## src/rtl/alu_rr_sched.sv

```systemverilog
// Round-robin scheduler sharing one ALU among NREQ requesters.
// The result goes out through one registered response channel, tagged with the requester index.
module alu_rr_sched #(
    parameter int NREQ  = 4,
    parameter int WIDTH = 4,
    parameter int CNTW  = 16,
    parameter int IDW   = (NREQ > 1) ? $clog2(NREQ) : 1
) (
    input  logic                  clk,
    input  logic                  rst,
    input  logic [NREQ-1:0]       req_valid,
    output logic [NREQ-1:0]       req_ready,
    input  logic [NREQ*WIDTH-1:0] req_a,
    input  logic [NREQ*WIDTH-1:0] req_b,
    input  logic [NREQ*4-1:0]     req_op,
    output logic                  rsp_valid,
    input  logic                  rsp_ready,
    output logic [IDW-1:0]        rsp_id,
    output logic [WIDTH-1:0]      rsp_out1,
    output logic [WIDTH-1:0]      rsp_out2,
    output logic [2*WIDTH-1:0]    rsp_out3,
    output logic [CNTW-1:0]       grant_count
);

    localparam logic [IDW:0]   NREQ_W = (IDW+1)'(NREQ);
    localparam logic [IDW-1:0] LAST_ID = IDW'(NREQ - 1);

    logic [IDW-1:0]   ptr;
    logic [IDW-1:0]   gnt_id;
    logic [IDW:0]     idx;
    logic             found;
    logic             can_acc;
    logic             do_grant;
    logic [NREQ-1:0]  grant;
    logic [WIDTH-1:0] sel_a;
    logic [WIDTH-1:0] sel_b;
    logic [3:0]       sel_op;
    logic [WIDTH-1:0] alu_out;

    // Gated by rst so the handshake also reads as zero while reset is held.
    assign can_acc = (!rsp_valid || rsp_ready) && !rst;

    always_comb begin
        grant  = '0;
        gnt_id = '0;
        found  = 1'b0;
        idx    = '0;
        for (int off = 0; off < NREQ; off++) begin
            idx = {1'b0, ptr} + (IDW+1)'(off);
            if (idx >= NREQ_W) begin
                idx = idx - NREQ_W;
            end
            if (!found && req_valid[idx[IDW-1:0]]) begin
                found  = 1'b1;
                gnt_id = idx[IDW-1:0];
            end
        end
        if (found && can_acc) begin
            grant[gnt_id] = 1'b1;
        end
    end

    assign req_ready = grant;
    assign do_grant  = |grant;

    assign sel_a  = req_a[gnt_id*WIDTH +: WIDTH];
    assign sel_b  = req_b[gnt_id*WIDTH +: WIDTH];
    assign sel_op = req_op[gnt_id*4 +: 4];

    always_comb begin
        alu_out = '0;
        case (sel_op[1:0])
            2'b11:   alu_out = sel_a + sel_b;
            2'b10:   alu_out = sel_a - sel_b;
            2'b01:   alu_out = sel_a & sel_b;
            default: alu_out = sel_a | sel_b;
        endcase
    end

    // out2/out3 are registered rather than derived so they also read 0 in reset.
    always_ff @(posedge clk or posedge rst) begin
        if (rst) begin
            ptr         <= '0;
            rsp_valid   <= 1'b0;
            rsp_id      <= '0;
            rsp_out1    <= '0;
            rsp_out2    <= '0;
            rsp_out3    <= '0;
            grant_count <= '0;
        end else begin
            if (do_grant) begin
                rsp_valid <= 1'b1;
                rsp_id    <= gnt_id;
                rsp_out1  <= alu_out;
                rsp_out2  <= ~alu_out;
                rsp_out3  <= {alu_out, ~alu_out};
                ptr       <= (gnt_id == LAST_ID) ? '0 : gnt_id + 1'b1;
                if (grant_count != {CNTW{1'b1}}) begin
                    grant_count <= grant_count + 1'b1;
                end
            end else if (rsp_ready) begin
                rsp_valid <= 1'b0;
            end
        end
    end

endmodule

```

## config.mk

```make
export PLATFORM = sky130hd
export DESIGN_NAME = alu_rr_sched
export DESIGN_NICKNAME = d
export VERILOG_FILES = /design/src/rtl/alu_rr_sched.sv
export SDC_FILE = /design/constraint.sdc
export NUM_CORES = 1
export LEC_CHECK = 0
export CAP_MARGIN = 20
export CORE_ASPECT_RATIO = 1.4
export CORE_MARGIN = 2
export CORE_UTILIZATION = 46
export DETAILED_ROUTE_END_ITERATION = 10
export PLACE_DENSITY = 0.92
export SKIP_CTS_REPAIR_TIMING = 1
export SLEW_MARGIN = 20
export SYNTH_ARGS = -nofsm -noshare
export SYNTH_HDL_FRONTEND = slang
export SYNTH_SLANG_ARGS = --single-unit
```

## constraint.sdc

```tcl
create_clock -name clk -period 11.8 [get_ports clk]
set_input_delay 2.36 -clock clk [delete_from_list [all_inputs] [get_ports clk]]
set_output_delay 2.36 -clock clk [all_outputs]
set_load 0.005 [all_outputs]
```

* Word-level counts from Yosys, hierarchy flattened
Index checks and enable logic that the tools add are counted.
** Operators by class
- $add $sub $neg :: 11
- Multipliers :: 0
- Div/mod/pow operators :: 0
- Order comparisons :: 10
- Equal/unequal tests :: 5
- Shifts and indexed selects :: 3
- Mux-type cells :: 27
- Bitwise operators :: 3
- Reductions and logical operators :: 15
** Operators with widths (number)
- $shiftx A16 B5 Y4 :: 2
- $mux W2 :: 9
- $add A16 B1 Y16 const B :: 1
- $ne A16 B16 Y1 const B :: 1
- $shiftx A16 B5 Y2 :: 1
- $lt A2 B3 Y1 const B :: 5
- $pmux W4 S3 :: 1
- $mux W1 :: 11
- $ge A3 B3 Y1 const B :: 3
- $bmux W1 S2 :: 4
- $sub A2 B1 Y2 const B :: 4
- $add A2 B2 Y3 const B :: 2
- $eq A2 B2 Y1 const B :: 3
- $logic_and A1 B1 Y1 :: 6
- $logic_not A1 Y1 :: 5
- $add A4 B4 Y4 :: 1
- $and A4 B4 Y4 :: 1
- $mux W4 :: 1
- $not A4 Y4 :: 1
- $or A4 B4 Y4 :: 1
- $reduce_or A4 Y1 :: 1
- $sub A4 B4 Y4 :: 1
- $add A2 B1 Y3 const B :: 1
- $ge A2 B3 Y1 const B :: 1
- other kinds (7) :: 7
** Storage, ports and cells
- Flip-flop bits (word level) :: 37
- Bits in latches :: 0
- RAM bits :: 0
- Memory bits (read-only) :: 0
- Output and inout bits :: 39
- Memories :: 0

* Logic depth before layout (Yosys ltp)
- Depth in word-level cells :: 21
- Mapped depth :: 19
- Gate-level depth less buffers :: 19

* Worst setup path after synthesis
No wires, ideal clock.
- Path type :: input port to output port
- Start point :: in req_valid[0]
- End point :: out req_ready[2]
- Data arrival time :: 3.769 ns
- Slack :: 5.671 ns
- Stages on the path :: 7
- Buffers on the path :: 1
- Path through :: nor2b_4 o21ba_2 a211oi_4 inv_4 buf_6 ha_1 and2_1
** Between the ends
- Longest elaborated chain between the ends :: 17
** Ends and longest elaborated chain
- start: declaration :: line 11 : input logic [NREQ-1:0] req_valid,
- $bmux W1 S2 :: line 53 : if (!found && req_valid[idx[IDW-1:0]]) begin
- $mux W1 (not written as such) :: line 53
- $mux W1 :: line 53
- $logic_not A1 Y1 :: line 53
- $logic_and A1 B1 Y1 :: line 53
- $mux W1 :: line 53
- $logic_not A1 Y1 :: line 53
- $logic_and A1 B1 Y1 :: line 53
- [... 2 more ...]
- $logic_and A1 B1 Y1 :: line 53
- $mux W2 (*) :: line 53
- net gnt_id[0] :: line 29 : logic [IDW-1:0] gnt_id;
- $lt A2 B3 Y1 (not written as such) / $ge A2 B1 Y1 (equally long branches) :: line 59 : grant[gnt_id] = 1'b1;
- $logic_and A1 B1 Y1 (not written as such) :: line 59
- $mux W1 (not written as such) :: line 59
- $demux W1 S2 (*) :: line 59
- $mux W4 (*) :: line 58 : if (found && can_acc) begin
- end: declaration :: line 12 : output logic [NREQ-1:0] req_ready,
The timed path passes the listed nets; every way through them passes the cells marked *. The select of a mux whose other input is x is not followed.

* Final worst setup path
Same ends and word-level chain as after synthesis.

==> impl_metrics.env <==
export IMPL_outcome="complete, no violations"
export IMPL_rsz0062_at_grt="false"
export IMPL_grt_pass1_wl_um=8340
export IMPL_antenna_found_initial=0
export IMPL_h_tree_depth=2
export IMPL_ys_seq_area_frac=0.340
export IMPL_worstSkewPairLatency_ns=0.27
export IMPL_path_clk_slew_ns=0.06
export IMPL_nets=370
export IMPL_initial_utilization=0.475
export IMPL_cp_required_ns=9.44
export IMPL_drt_initial_drc_count=78
export IMPL_syn_inst=222
export IMPL_vdd_drop_max_uv=152
export IMPL_crit_fanout=19
export IMPL_die_w_um=61.6
export IMPL_grt_util_all_layers=0.207
export IMPL_ys_types=48
export IMPL_leakagePower_nw=1.38
export IMPL_min_period_ns=7.24
export IMPL_maxCapViolCount=0
export IMPL_critPathKind="input pin to output pin"
export IMPL_layout_drive_gt1_share=0.0762
export IMPL_skew_ns=0.00728
export IMPL_worstPathArrival_ns=4.88
export IMPL_synth_top_area_share=0.340
export IMPL_grt_max_degree=31
export IMPL_seq_power_share=0.253
export IMPL_switching_share=0.403
export IMPL_avgSynthCellArea_um2=9.63
export IMPL_die_h_um=84.6
export IMPL_root_buffer="clkbuf_8"
export IMPL_wl_met3_um=279
export IMPL_power_density_nw_per_um2=214
export IMPL_ys_seq_elements=29
export IMPL_synthTopCellsByArea="dfrtp_1 34%, mux2i_1 11%, ha_1 6.4%"
export IMPL_ios=94
export IMPL_syn_area_um2=2140
export IMPL_drc=0
export IMPL_cts_buffers=5
export IMPL_hold_class="flop to flop"
export IMPL_grt_pass1_vias=1919
export IMPL_m1WireLength_um=2080
export IMPL_dpl_worst_slack_ns=4.57
export IMPL_synth_nets=289
export IMPL_areaGrowthSynthToFinish_pct=43.3
export IMPL_port_buffers=85
export IMPL_async_flop_share=1.00
export IMPL_cts_sink_count=29
export IMPL_cp_start_kind="input pin"
export IMPL_p_int_mw=0.391
export IMPL_comb_power_share=0.637
export IMPL_synth_edff_count=0
export IMPL_worst_slew_pin_slew_ns=0.648
export IMPL_antenna_left=0
export IMPL_slew_headroom=0.566
export IMPL_firstDrtPassIters=5
export IMPL_fmax_mhz=138
export IMPL_fp_dieArea_um2=5210
export IMPL_routed_via_count=1915
export IMPL_vias_per_cell=5.26
export IMPL_yosys_warnings=0
export IMPL_cp_end_kind="output pin"
export IMPL_final_fill_count=371
export IMPL_row_count=29
export IMPL_post_route_period_util=0.614
export IMPL_dp_hpwl_um=4080
export IMPL_setup_viol=0
export IMPL_grt_overflow=0
export IMPL_synth_top_flop_cell="dfrtp_1"
export IMPL_final_hold_viol_count=0
export IMPL_pwr_share_clk=0.111
export IMPL_routabilityCongestion=0.874
export IMPL_timing_final_ws_setup_ns=4.56
export IMPL_cts_tree="built"
export IMPL_routed_wl_um=5260
export IMPL_antenna_cells=0
export IMPL_drv_slew=0
export IMPL_synth_top_cell_by_area="dfrtp_1"
export IMPL_top_layer_used="met4"
export IMPL_timing_setup_tns_ns=0
export IMPL_clk_path_buf_depth=2
export IMPL_wl_per_cell_um=14.5
export IMPL_dr_wl_met2_um=2870
export IMPL_core_area_um2=4500
export IMPL_p_switching_mw=0.265
-- final cells by class --
class | instances | area [um^2] | share of cell area
Sequential cell | 29 | 726 | 0.237
Multi-Input combinational cell | 169 | 1280 | 0.418
Clock inverter | 1 | 5.00 | 0.00163
Clock buffer | 5 | 68.8 | 0.0225
Timing Repair Buffer | 86 | 858 | 0.280
Inverter | 12 | 47.5 | 0.0155
Tap cell | 62 | 77.6 | 0.0253
-- per-layer routing --
| layer | global-route usage | up-vias |
|---|---|---|
| met3 | 0.0370 | 4 |
| met1 | 0.232 | 909 |
| li1 | - | 938 |
| met4 | 0.0774 | 0 |
| met5 | 0 | - |
| met2 | 0.371 | 64 |
-- power by group through the flow --
| stage | logic (mW) | clock network (mW) | registers, mW |
|---|---|---|---|
| 5_1_grt | 0.457 | 0.0768 | 0.171 |
| 3_3_place_gp | 0.400 | 0 | 0.165 |
| 2_1_floorplan | 0.277 | 0 | 0.163 |
| 4_1_cts | 0.418 | 0.0750 | 0.166 |
| 6_report | 0.418 | 0.0727 | 0.166 |
| 3_5_place_dp | 0.414 | 0 | 0.167 |
-- sequential cells by signal (all words and copies together), names as in the netlist --
register / flops
grant_count: 16
rsp_out1: 4
rsp_out2: 3
ptr: 2
rsp_id: 2
rsp_out3: 1
rsp_valid: 1
-- kinds of logic (layout without fill, tap and decap cells) --
family / count (synthesis) / count (layout) / synth area share
compound gates: 33 / 33 / 0.118
flops: 29 / 29 / 0.340
simple gates: 74 / 74 / 0.178
fa+ha+maj: 13 / 13 / 0.0790
buf+inv: 24 / 104 / 0.0615
xor+xnor: 18 / 18 / 0.0738
mux: 31 / 31 / 0.150
-- critical path, stage by stage --
cell             delay, ns
clkdlybuf4s50_1       0.46
nor2b_4               0.15
o21ba_2               0.22
a211oi_4              0.57
inv_4                 0.25
ha_1                  0.28
and2_1                0.15
clkdlybuf4s50_1       0.43
-- cells in the mapped netlist (2+ instances only) --
| library cell | instances |
|---|---|
| o21bai_1 | 2 |
| inv_1 | 10 |
| mux2i_1 | 23 |
| mux2_2 | 8 |
| nor2_1 | 12 |
| nor4_1 | 3 |
| buf_4 | 8 |
| xnor2_1 | 10 |
| a21boi_0 | 2 |
| nand2_1 | 25 |
| a2111oi_0 | 2 |
| nand2b_1 | 2 |
| a211o_1 | 2 |
| nand3_1 | 8 |
| a21o_1 | 2 |
| dfrtp_1 | 29 |
| o21ai_0 | 6 |
| xor2_1 | 8 |
| ha_1 | 11 |
| a21oi_1 | 6 |
| and3_1 | 2 |
| o21a_1 | 2 |
| nand4_1 | 5 |
| clkbuf_1 | 2 |
| nor2b_1 | 4 |
| and2_1 | 5 |
| nor3_1 | 2 |
-- layout by cell type, fill, tap and decap left out, types with 2 or more instances in the layout --
cell type        instances
nor2_1                  12
inv_1                   10
o21bai_1                 2
o21ai_0                  6
a21o_1                   2
nand2b_1                 2
nand3_1                  8
nor3_1                   2
ha_1                    11
a21boi_0                 2
a2111oi_0                2
mux2_2                   8
nor2b_1                  4
clkbuf_8                 5
a211o_1                  2
xor2_1                   8
nor4_1                   3
and3_1                   2
and2_1                   5
nand4_1                  5
xnor2_1                 10
nand2_1                 25
o21a_1                   2
dfrtp_1                 29
clkdlybuf4s50_1         85
a21oi_1                  6
mux2i_1                 23
-- worst paths after layout --
kind,from,end,slack (ns),cells after the start
min,grant_count[11],grant_count[11],0.49,1
max reg2reg,ptr[0],rsp_out3[3],7.05,19
min in group asynchronous,rst,ptr[0],2.49,3
max in group asynchronous,rst,grant_count[2],9.03,3
min reg2reg,grant_count[11],grant_count[11],0.49,1
max,req_valid[0],req_ready[2],4.56,8
-- metrics by stage --
stage | hold slack, ns | power (mW) | instances | utilization | cell area [um^2]
finish | 0.494 | 0.656 | 364 | 0.681 | 3060
global route | 0.526 | 0.704 | 364 | 0.681 | 3060
CTS | 0.500 | 0.659 | 364 | 0.681 | 3060
detailed placement | 0.487 | 0.580 | 358 | 0.664 | 2990
global placement | 0.483 | 0.566 | 358 | 0.664 | 2990
floorplan | 0.473 | 0.441 | 222 | - | 2140
No activity file was read; power rests on OpenSTA's default activity.
